--- src/rtl/anfsqrt_ctrl.sv ---
// Integer square root / remainder controller for 7-bit radicands.
// Runs UNROLL chained bit-trial units per cycle between IDLE/RUN/DONE handshakes.
module anfsqrt_ctrl #(
    parameter int unsigned UNROLL   = 1,
    parameter bit          SKIP_MSB = 1'b1
) (
    input  logic       clk,
    input  logic       rst_n,
    input  logic       in_valid,
    output logic       in_ready,
    input  logic [6:0] in_rad,
    output logic       out_valid,
    input  logic       out_ready,
    output logic [6:0] out_root,
    output logic [6:0] out_rem,
    output logic [2:0] out_cycles
);

    typedef enum logic [1:0] {
        S_IDLE,
        S_RUN,
        S_DONE
    } state_t;

    state_t     state, state_nx;
    logic [6:0] att, eps, res;
    logic [6:0] att_nx, eps_nx, res_nx;
    logic [2:0] cnt, cnt_nx;

    logic [6:0] c_att [UNROLL+1];
    logic [6:0] c_eps [UNROLL+1];
    logic [6:0] c_res [UNROLL+1];
    logic [6:0] this_att;
    logic [6:0] trial;
    logic [6:0] first_att;

    // att holds twice the root bit about to be tried, so 16 means "try bit 3".
    always_comb begin
        first_att = 7'd16;
        if (SKIP_MSB) begin
            if (in_rad >= 7'd64)      first_att = 7'd16;
            else if (in_rad >= 7'd16) first_att = 7'd8;
            else if (in_rad >= 7'd4)  first_att = 7'd4;
            else                      first_att = 7'd2;
        end
    end

    // Stages with nothing left to try (att <= 1) or nothing left to take (eps = 0) pass through.
    always_comb begin
        this_att = '0;
        trial    = '0;
        c_att[0] = att;
        c_eps[0] = eps;
        c_res[0] = res;
        for (int unsigned k = 0; k < UNROLL; k++) begin
            c_att[k+1] = c_att[k];
            c_eps[k+1] = c_eps[k];
            c_res[k+1] = c_res[k];
            if ((c_att[k] > 7'd1) && (c_eps[k] != '0)) begin
                this_att   = c_att[k] >> 1;
                trial      = ((c_res[k] << 1) + this_att) * this_att;
                c_att[k+1] = this_att;
                if (trial <= c_eps[k]) begin
                    c_eps[k+1] = c_eps[k] - trial;
                    c_res[k+1] = c_res[k] + this_att;
                end
            end
        end
    end

    always_comb begin
        state_nx = state;
        att_nx   = att;
        eps_nx   = eps;
        res_nx   = res;
        cnt_nx   = cnt;
        unique case (state)
            S_IDLE: begin
                if (in_valid) begin
                    eps_nx = in_rad;
                    res_nx = '0;
                    cnt_nx = '0;
                    if (in_rad == '0) begin
                        att_nx   = '0;
                        state_nx = S_DONE;
                    end else begin
                        att_nx   = first_att;
                        state_nx = S_RUN;
                    end
                end
            end
            S_RUN: begin
                att_nx = c_att[UNROLL];
                eps_nx = c_eps[UNROLL];
                res_nx = c_res[UNROLL];
                cnt_nx = cnt + 3'd1;
                if ((c_att[UNROLL] == 7'd1) || (c_eps[UNROLL] == '0)) begin
                    state_nx = S_DONE;
                end
            end
            S_DONE: begin
                if (out_ready) begin
                    state_nx = S_IDLE;
                end
            end
            default: state_nx = S_IDLE;
        endcase
    end

    always_ff @(posedge clk) begin
        if (!rst_n) begin
            state <= S_IDLE;
            att   <= '0;
            eps   <= '0;
            res   <= '0;
            cnt   <= '0;
        end else begin
            state <= state_nx;
            att   <= att_nx;
            eps   <= eps_nx;
            res   <= res_nx;
            cnt   <= cnt_nx;
        end
    end

    assign in_ready   = (state == S_IDLE);
    assign out_valid  = (state == S_DONE);
    assign out_root   = res;
    assign out_rem    = eps;
    assign out_cycles = cnt;

endmodule

--- config.mk ---
export PLATFORM = sky130hd
export DESIGN_NAME = anfsqrt_ctrl
export DESIGN_NICKNAME = d
export VERILOG_FILES = /design/src/rtl/anfsqrt_ctrl.sv
export SDC_FILE = /design/constraint.sdc
export NUM_CORES = 1
export LEC_CHECK = 0
export CORE_ASPECT_RATIO = 1.1
export CORE_UTILIZATION = 34
export DETAILED_ROUTE_END_ITERATION = 10
export PLACE_DENSITY = 0.63
export SYNTH_ARGS = -nofsm -noshare
export SYNTH_HDL_FRONTEND = slang
export SYNTH_SLANG_ARGS = --single-unit
--- constraint.sdc ---
create_clock -name clk -period 15.1 [get_ports clk]
set_input_delay 2.265 -clock clk [delete_from_list [all_inputs] [get_ports clk]]
set_output_delay 2.265 -clock clk [all_outputs]
set_load 0.1 [all_outputs]
==> results of run 1 <==
-- final timing paths --
check	from	end	slack, ps	depth (start not counted)
setup / recovery	att[2]$_SDFFE_PN0P_	out_rem[0]$_SDFFE_PN0P_	8650	23
hold / removal	out_root[5]$_SDFFE_PN0P_	out_root[5]$_SDFFE_PN0P_	520	2
setup reg to reg	att[2]$_SDFFE_PN0P_	out_rem[0]$_SDFFE_PN0P_	8650	23
hold reg to reg	out_root[5]$_SDFFE_PN0P_	out_root[5]$_SDFFE_PN0P_	520	2
-- Yosys cell counts, types with 6 or more instances --
master and n:
xnor2_1 13, nand2_1 28, dfxtp_1 26, fa_1 12, o32ai_1 6, nor3_1 8, ha_1 29, and2_1 9
clkbuf_1 6, o21ai_0 25, nor2_1 24, nand2b_1 9, inv_1 29, a21oi_1 25, nor2b_1 8
-- power by group --
group / switching, uW / internal (uW) / leakage (uW)
clock: 23.0 / 35.5 / 0.0000357
combinational: 250 / 128 / 0.000994
sequential: 26.6 / 81.6 / 0.000213
total: 300 / 246 / 0.00124
-- cell usage in the layout (no fill, tap or decap), types with 3 or more instances in the layout --
| cell | count |
|---|---|
| inv_1 | 29 |
| o2bb2ai_1 | 3 |
| nor2_1 | 24 |
| a221oi_1 | 3 |
| nor3_1 | 8 |
| xnor2_1 | 13 |
| a31oi_1 | 3 |
| a21oi_1 | 25 |
| o32ai_1 | 6 |
| xor2_1 | 4 |
| dfxtp_1 | 26 |
| clkdlybuf4s50_1 | 29 |
| nand2_1 | 28 |
| a21o_1 | 3 |
| o21a_1 | 3 |
| or3_1 | 3 |
| o211ai_1 | 5 |
| nand2b_1 | 9 |
| o21ai_0 | 25 |
| clkbuf_8 | 3 |
| nand3_1 | 5 |
| fa_1 | 12 |
| nor2b_1 | 8 |
| and2_1 | 9 |
| a22oi_1 | 3 |
| ha_1 | 29 |
-- metal layers --
metal  up-vias  global-route usage  share of wire
met2        64               0.284           0.47
met5         -                   0              0
met3        16              0.0149          0.041
met1      1113               0.225           0.46
met4         0              0.0611          0.026
li1       1202                   -              -
-- stage by stage --
step	setup slack [ps]	hold slack, ps	instances	total power, uW
2_1_floorplan	8770	480	327	409
3_3_place_gp	8880	498	451	481
3_5_place_dp	8710	507	451	484
4_1_cts	8680	522	455	544
5_1_grt	8230	552	455	587
6_report	8650	520	455	545
-- flip-flops by register name (all words and copies together) (netlist names) --
register and flops:
att 7, out_cycles 3, out_rem 7, out_root 7, state 2
-- logic make-up (layout without fill, tap and decap cells) --
group | after synthesis | after routing | synth area share
AND/OR/NAND/NOR | 102 | 102 | 0.190
multiplexers | 1 | 1 | 0.00426
AO/OA/AOI/OAI | 98 | 98 | 0.248
adder cells (fa/ha/maj) | 41 | 41 | 0.228
XOR/XNOR | 18 | 18 | 0.0648
buffers and inverters | 41 | 64 | 0.0672
flip-flops | 26 | 26 | 0.197
-- worst min-delay path, delay by kind of cell, from the launching register on --
family / cells / cell delay [ps]
flip-flops: 1 / 350
AND/OR/NAND/NOR: 1 / 60
AO/OA/AOI/OAI: 1 / 70
-- cell type report --
| cell class | instances | area (sq um) | share of cell area |
|---|---|---|---|
| multi-input combinational | 260 | 1950 | 0.632 |
| sequential | 26 | 520 | 0.169 |
| timing repair buffer | 30 | 298 | 0.0967 |
| tap | 105 | 131 | 0.0427 |
| inverter | 30 | 113 | 0.0366 |
| clock buffer | 3 | 41.3 | 0.0134 |
| clock inverter | 1 | 30.0 | 0.00975 |
==> results.toml, run 1 <==
[status]
status = "complete, no violations"

[floorplan]
die_x_um = 86.1
die_h_um = 94.5
rows = 33
core_sq_um = 7470
initial_core_util = 0.354
die-area_sq_um = 8130
ios = 30

[timing]
tightest_slew_ps = 971
tns_ps = 0
finalCritPeriodShare = 0.427
finClkSkew_ps = 7.41
grt_setup_unrepaired = "no"
maxSlewHeadroom = 0.351
min_period_ps = 6450
max_freq_mhz = 155
setup_viol = 0
hold_viol_final = 0
maxSlewViolCount = 0

[clock_tree]
clock_path_buffers = 2
cts_buffers = 3
hold_buffers = 0
post_cts_buffers = 0
htree_levels = 1
clock-sinks = 26
cts-root-buf = "clkbuf_8"
cts_tree = "done"
cts_resized = 0
clock_latency_ps = 270
clkTransAtPathRegs_ps = 100

[route]
ant_nets = 0
drt_iter0_drc = 105
drc_errors = 0
drt_wl_total_um = 6570
vias = 2395
vias_per_cell = 5.26
post_drt_wl_per_cell_um = 14.4
first_pass_iters = 4

[yosys]
async_flop_share = 0
ys_types = 55
yosysSeqAreaShare = 0.197
synthesis.area_sq_um = 2640
yosys_register_bits = 26
synth.avg_cell_area_sq_um = 8.08
ys_warn_count = 0
syn-num-nets = 379
yosys.area.top_type = "dfxtp_1"
synthTopCellsByArea = "dfxtp_1 20%, ha_1 14%, fa_1 9.1%"
synth-main-ff-cell = "dfxtp_1"
synth-edff-count = 0
synthDominantCellAreaShare = 0.197
netlist_instances = 327

[placed_design]
placed_area_sq_um = 3010
dp_hpwl_um = 5060
io_buffers = 29
gp_congestion = 0.843

[grt]
grt_max_degree = 19
antenna_found_initial = 0
grt_usage = 0.169
globalRouteOverflowTotal = 0
grt_pass1_wl_um = 11000
grt_pass1_vias = 2342

[setup_path]
critPathArrivalTime_ps = 6630
crit_chain = "ha_1, inv_1, fa_1, nand2b_1, a21oi_1, xor2_1, and2_1, fa_1, fa_1, inv_1, fa_1, inv_1, ha_1, a21oi_1, xnor2_1, xnor2_1, xnor3_1, ha_1, nand4_1, a21oi_1, o21a_1, mux2_1, a221oi_1"
required_ps = 15280
worst-path-buf-inv = 3
crit_type = "reg2reg"
path_delay_family = "adder cells"
crit_path_end_kind = "flop"
crit_path_start_kind = "flop"
critPathMaxFanout = 12
cpPeakStageDelay_ps = 600
crit_top_cell = "fa_1"
critPathSlowestCell = "dfxtp_1"

[min_path]
holdCritPathClass = "reg2reg"

[layout]
final_util = 0.412
final_cell_area_sq_um = 3080
layout.nets = 403
areaGrowthSynthToFinish_pct = 16.5
drive_gt1_frac = 0.0400
fillers = 758
diodes = 0

[job]
maxCapViolCount = 0

[power]
power_density_nw_per_um2 = 177
ir_drop_mv = 0.0974
p_leak_uw = 0.00124
Power figures use the tool's default switching activity.
==> run 2: changes to the inputs <==
--- a/config.mk
+++ b/config.mk
@@ -8,7 +8,7 @@
 export CORE_ASPECT_RATIO = 1.1
 export CORE_UTILIZATION = 34
 export DETAILED_ROUTE_END_ITERATION = 10
-export PLACE_DENSITY = 0.63
+export PLACE_DENSITY = 0.65
 export SYNTH_ARGS = -nofsm -noshare
 export SYNTH_HDL_FRONTEND = slang
 export SYNTH_SLANG_ARGS = --single-unit
==> constraint.sdc (replaced) <==
create_clock -name clk -period 5.8 [get_ports clk]
set_input_delay 0.87 -clock clk [delete_from_list [all_inputs] [get_ports clk]]
set_output_delay 0.87 -clock clk [all_outputs]
set_load 0.1 [all_outputs]
==> results.toml, run 2 (synthesis results as in run 1) <==
[status]
status = "complete, no violations"

[floorplan]
core_sq_um = 7470
rows = 33
die-area_sq_um = 8130
initial_core_util = 0.354
ios = 30
die_h_um = 94.5
die_x_um = 86.1

[timing]
tightest_slew_ps = 967
grt_setup_unrepaired = "yes"
min_period_ps = 5610
hold_viol_final = 0
maxSlewHeadroom = 0.353
maxSlewViolCount = 0
finalCritPeriodShare = 0.968
setup_viol = 0
finClkSkew_ps = 3.17
hold_slack_ps = 504
max_freq_mhz = 178

[layout]
seq_area_sq_um = 532
fillers = 765
multi_input_area_sq_um = 2040
final_cell_mix = "29 x clkdlybuf4s50_1, 27 x nand2_1, 26 x inv_1, 26 x ha_1, 25 x o21ai_0"
final_common_cell = "clkdlybuf4s50_1"
areaGrowthSynthToFinish_pct = 24.8
diodes = 0
layout.nets = 421
instances_no_fill = 473
drive_gt1_frac = 0.141

[route]
ant_nets = 0
first_pass_iters = 4
vias = 2469
post_drt_wl_per_cell_um = 14.3
drt_iter0_drc = 106
drt_wl_total_um = 6780
drc_errors = 0
vias_per_cell = 5.22

[grt]
grt_pass1_vias = 2279
globalRouteOverflowTotal = 0
grt_pass1_wl_um = 11100
grt_max_degree = 18
grt_usage = 0.167
antenna_found_initial = 0

[clock_tree]
post_cts_buffers = 0
clkTransAtPathRegs_ps = 100
clock_latency_ps = 270
clock-sinks = 26
htree_levels = 1
cts_tree = "done"
clock_path_buffers = 2
cts-root-buf = "clkbuf_8"
hold_buffers = 0
cts_buffers = 3

[power]
p_leak_uw = 0.00135
power_density_nw_per_um2 = 464
ir_drop_mv = 0.287

[setup_path]
critPathSlowestCell = "fa_1"
critPathMaxFanout = 5
crit_chain = "ha_4, inv_2, fa_2, nand2b_4, a21oi_2, xor2_1, and2_1, fa_1, fa_1, inv_2, fa_1, inv_2, ha_4, a21oi_2, xnor2_1, xnor2_1, xnor3_1, ha_4, nand4_1, a21oi_2, o21a_1, mux2_4, a221oi_2"
critPathArrivalTime_ps = 5790
crit_path_start_kind = "flop"
crit_path_end_kind = "flop"
crit_type = "reg2reg"
required_ps = 5980
cpPeakStageDelay_ps = 560

[placed_design]
dp_hpwl_um = 5130
io_buffers = 29
gp_congestion = 0.842
placedCellCount = 469

[job]
maxCapViolCount = 0

[min_path]
holdCritPathClass = "reg2reg"
==> run 2: cell types whose count changed in the layout (fill, tap and decap cells not counted), moves of 2 or more <==
cell,delta
dfxtp_4,+2
ha_4,+3
inv_2,+3
buf_4,+18
ha_1,-3
a21oi_1,-4
inv_1,-3
a21oi_2,+4
dfxtp_2,+3
dfxtp_1,-5
==> run 2: what timing repair did <==
action / 4_1_cts / 5_1_grt
endpoints found under the setup margin: 6 / 15
gates cloned: 0 / 0
gates resized for setup: 2 / 17
pin swaps: 1 / 19
==> run 2: worst paths after layout <==
kind,start,endpoint,slack (ps),cells past startpoint
worst max-delay path,att[2]$_SDFFE_PN0P_,out_rem[0]$_SDFFE_PN0P_,190,23
worst min register to register,out_root[2]$_SDFFE_PN0P_,out_root[2]$_SDFFE_PN0P_,500,2
worst max register to register,att[2]$_SDFFE_PN0P_,out_rem[0]$_SDFFE_PN0P_,190,23
worst min-delay path,out_root[2]$_SDFFE_PN0P_,out_root[2]$_SDFFE_PN0P_,500,2
==> run 2: metrics by stage <==
stage,area [sq um],setup WS (ps),util,setup TNS (ps),power (uW)
6_report,3300,187,0.441,0,1530
5_1_grt,3300,-73.4,0.441,-201,1640
4_1_cts,3230,51.3,0.432,0,1470
3_5_place_dp,3170,-79.9,0.424,-183,1350
3_3_place_gp,3170,92.6,0.424,0,1340
2_1_floorplan,2670,23.6,-,0,1070
==> run 2: per-layer routing <==
| metal | part of all wire | GRT usage |
|---|---|---|
| met5 | 0 | 0 |
| met3 | 0.033 | 0.00874 |
| met2 | 0.50 | 0.285 |
| met4 | 0.0053 | 0.0264 |
| met1 | 0.46 | 0.235 |
==> run 2: area by class of cell <==
| type | instances | area share |
|---|---|---|
| timing repair buffer | 48 | 0.131 |
| inverter | 30 | 0.0341 |
| tap | 105 | 0.0398 |
| clock inverter | 1 | 0.00114 |
| sequential | 26 | 0.161 |
| clock buffer | 3 | 0.0125 |
| multi-input combinational | 260 | 0.620 |
==> run 2: report_power, final <==
group | total (uW) | leakage [uW] | internal, uW | switching, uW
Combinational | 1160 | 0.00111 | 433 | 728
Sequential | 262 | 0.000216 | 213 | 48.9
Clock | 109 | 0.0000231 | 47.6 | 61.0
Total | 1530 | 0.00135 | 693 | 838
==> run 2: critical path, delay by kind of cell, from the launching register on <==
family,cells,cell delay [ps]
xor+xnor,4,780
mux,1,320
flops,1,360
fa+ha+maj,7,2560
buf+inv,3,130
simple gates,3,440
compound gates,5,930
==> run 3: changes to the inputs <==
--- a/config.mk
+++ b/config.mk
@@ -6,9 +6,9 @@
 export NUM_CORES = 1
 export LEC_CHECK = 0
 export CORE_ASPECT_RATIO = 1.1
-export CORE_UTILIZATION = 34
+export CORE_UTILIZATION = 50
 export DETAILED_ROUTE_END_ITERATION = 10
-export PLACE_DENSITY = 0.65
+export PLACE_DENSITY = 0.85
 export SYNTH_ARGS = -nofsm -noshare
 export SYNTH_HDL_FRONTEND = slang
 export SYNTH_SLANG_ARGS = --single-unit
==> results.toml, run 3 (synthesis results as in run 1) <==
[min_path]
whs_endpoint = "att[0]$_SDFFE_PN0P_"
min_path_cells = 2
holdCritPathClass = "reg2reg"
hp-start = "att[0]$_SDFFE_PN0P_"

[timing]
hold_slack_ps = 527
tightest_slew_ps = 980
max_freq_mhz = 178
finalCritPeriodShare = 0.968
tns_ps = 0
setup_viol = 0
maxSlewHeadroom = 0.344
finClkSkew_ps = 11.2
layout_setup_ws_ps = 183
hold_viol_final = 0
maxSlewViolCount = 0
min_period_ps = 5620

[placed_design]
dp_hpwl_um = 5170
dp_slack_ps = -140
gp_congestion = 0.983
io_buffers = 29

[setup_path]
crit_path_start_kind = "flop"
crit_type = "reg2reg"
r2r-start = "out_root[0]$_SDFFE_PN0P_"
required_ps = 5980
crit_path_end_kind = "flop"
r2r_setup_slack_ps = 180
r2r_cells = 23
critPathMaxFanout = 5
rr_endpoint = "out_rem[6]$_SDFFE_PN0P_"
critPathArrivalTime_ps = 5800

[grt]
antenna_found_initial = 0
grt_pass1_wl_um = 11200
grt_pass1_vias = 2503
grt_usage = 0.250
grt_max_degree = 18
globalRouteOverflowTotal = 0

[power]
switchingPower_uw = 866
p_clk_frac = 0.086
p_leak_uw = 0.00134
power_density_nw_per_um2 = 486
finalPower_uw = 1580
internal-power_uw = 715
swShare = 0.548
power.share.combinational = 0.747
ir_drop_mv = 0.307
seqPwrFrac = 0.166

[route]
drt_iter0_drc = 142
ant_nets = 0
vias = 2620
first_pass_iters = 5
drt_wl_total_um = 6910
drc_errors = 0
post_drt_wl_per_cell_um = 16.4
vias_per_cell = 6.21

[clock_tree]
clkTransAtPathRegs_ps = 100
cts_buffers = 3
cts_tree = "done"
clock_latency_ps = 280
htree_levels = 1
cts-root-buf = "clkbuf_8"
hold_buffers = 0
clock-sinks = 26
clock_path_buffers = 2

[layout]
final_util = 0.647
diodes = 0
drive_gt1_frac = 0.137
fillers = 402
areaGrowthSynthToFinish_pct = 23.1
final_cell_mix = "29 x inv_1, 29 x clkdlybuf4s50_1, 27 x nand2_1"
layout.nets = 417

[floorplan]
die-area_sq_um = 5580
rows = 27
core_sq_um = 5030
die_h_um = 78.3
initial_core_util = 0.525
ios = 30
die_x_um = 71.3

[status]
status = "complete, no violations"

[job]
maxCapViolCount = 0
-- run 3: cell types whose count changed in the layout (fill, tap and decap cells not counted), sizes merged --
| cell | change |
|---|---|
| buf | -4 |
| clkbuf | +1 |
| clkinv | -1 |
-- run 3: per-stage QoR --
stage	area [sq um]	std cells
2_1_floorplan	2670	327
3_3_place_gp	3060	416
3_5_place_dp	3060	416
4_1_cts	3160	422
5_1_grt	3260	422
6_report	3260	422
-- run 3: power groups by stage --
| stage | combinational, uW | sequential (uW) | clock (uW) |
|---|---|---|---|
| global route | 1270 | 267 | 145 |
| finish | 1180 | 263 | 137 |
| detailed placement | 1050 | 264 | 0 |
| floorplan | 662 | 404 | 0 |
| CTS | 1100 | 261 | 137 |
| global placement | 1030 | 264 | 0 |
-- run 3: metal layers --
metal / wire (um) / global-route usage
met2: 3430 / 0.443
met4: 236 / 0.0840
met3: 479 / 0.0244
met1: 2770 / 0.314
met5: 0 / 0
-- run 3: final cells by class --
| type | instances | area (sq um) | area share |
|---|---|---|---|
| Multi-Input combinational cell | 260 | 2070 | 0.636 |
| Tap cell | 58 | 72.6 | 0.0223 |
| Inverter | 30 | 113 | 0.0346 |
| Timing Repair Buffer | 44 | 403 | 0.124 |
| Sequential cell | 26 | 532 | 0.163 |
| Clock buffer | 4 | 66.3 | 0.0204 |
-- run 3: repair_timing --
item,4_1_cts,5_1_grt
setup buffers,2,0
endpoints found under the setup margin,9,10
pin swaps,2,12
gates resized for setup,4,15
gates cloned,0,0
-- run 3: worst max path at each step --
stage	startpoint	endpoint	slack, ps
after CTS	att[2]$_SDFFE_PN0P_	out_rem[6]$_SDFFE_PN0P_	80
final	out_root[0]$_SDFFE_PN0P_	out_rem[6]$_SDFFE_PN0P_	180
after global routing	out_root[0]$_SDFFE_PN0P_	out_rem[0]$_SDFFE_PN0P_	-3
after floorplan	out_root[0]$_SDFFE_PN0P_	out_rem[6]$_SDFFE_PN0P_	20
after global placement	att[2]$_SDFFE_PN0P_	out_rem[0]$_SDFFE_PN0P_	50
after detailed placement	att[2]$_SDFFE_PN0P_	out_rem[0]$_SDFFE_PN0P_	-140
-- run 3: critical path, stage by stage, from the launching register on --
cell      delay (ps)
dfxtp_4          380
ha_4             130
inv_1             50
fa_2             340
nand2b_1         160
a21oi_2          130
xor2_1           170
and2_1           170
fa_1             430
fa_1             490
inv_1             60
fa_1             540
inv_1             70
ha_4             240
a21oi_2          150
xnor2_1          160
xnor2_1          150
xnor3_1          280
ha_4             310
nand3_1           90
o221ai_2         260
o21ai_2          100
or3_1            380
a311oi_1         280
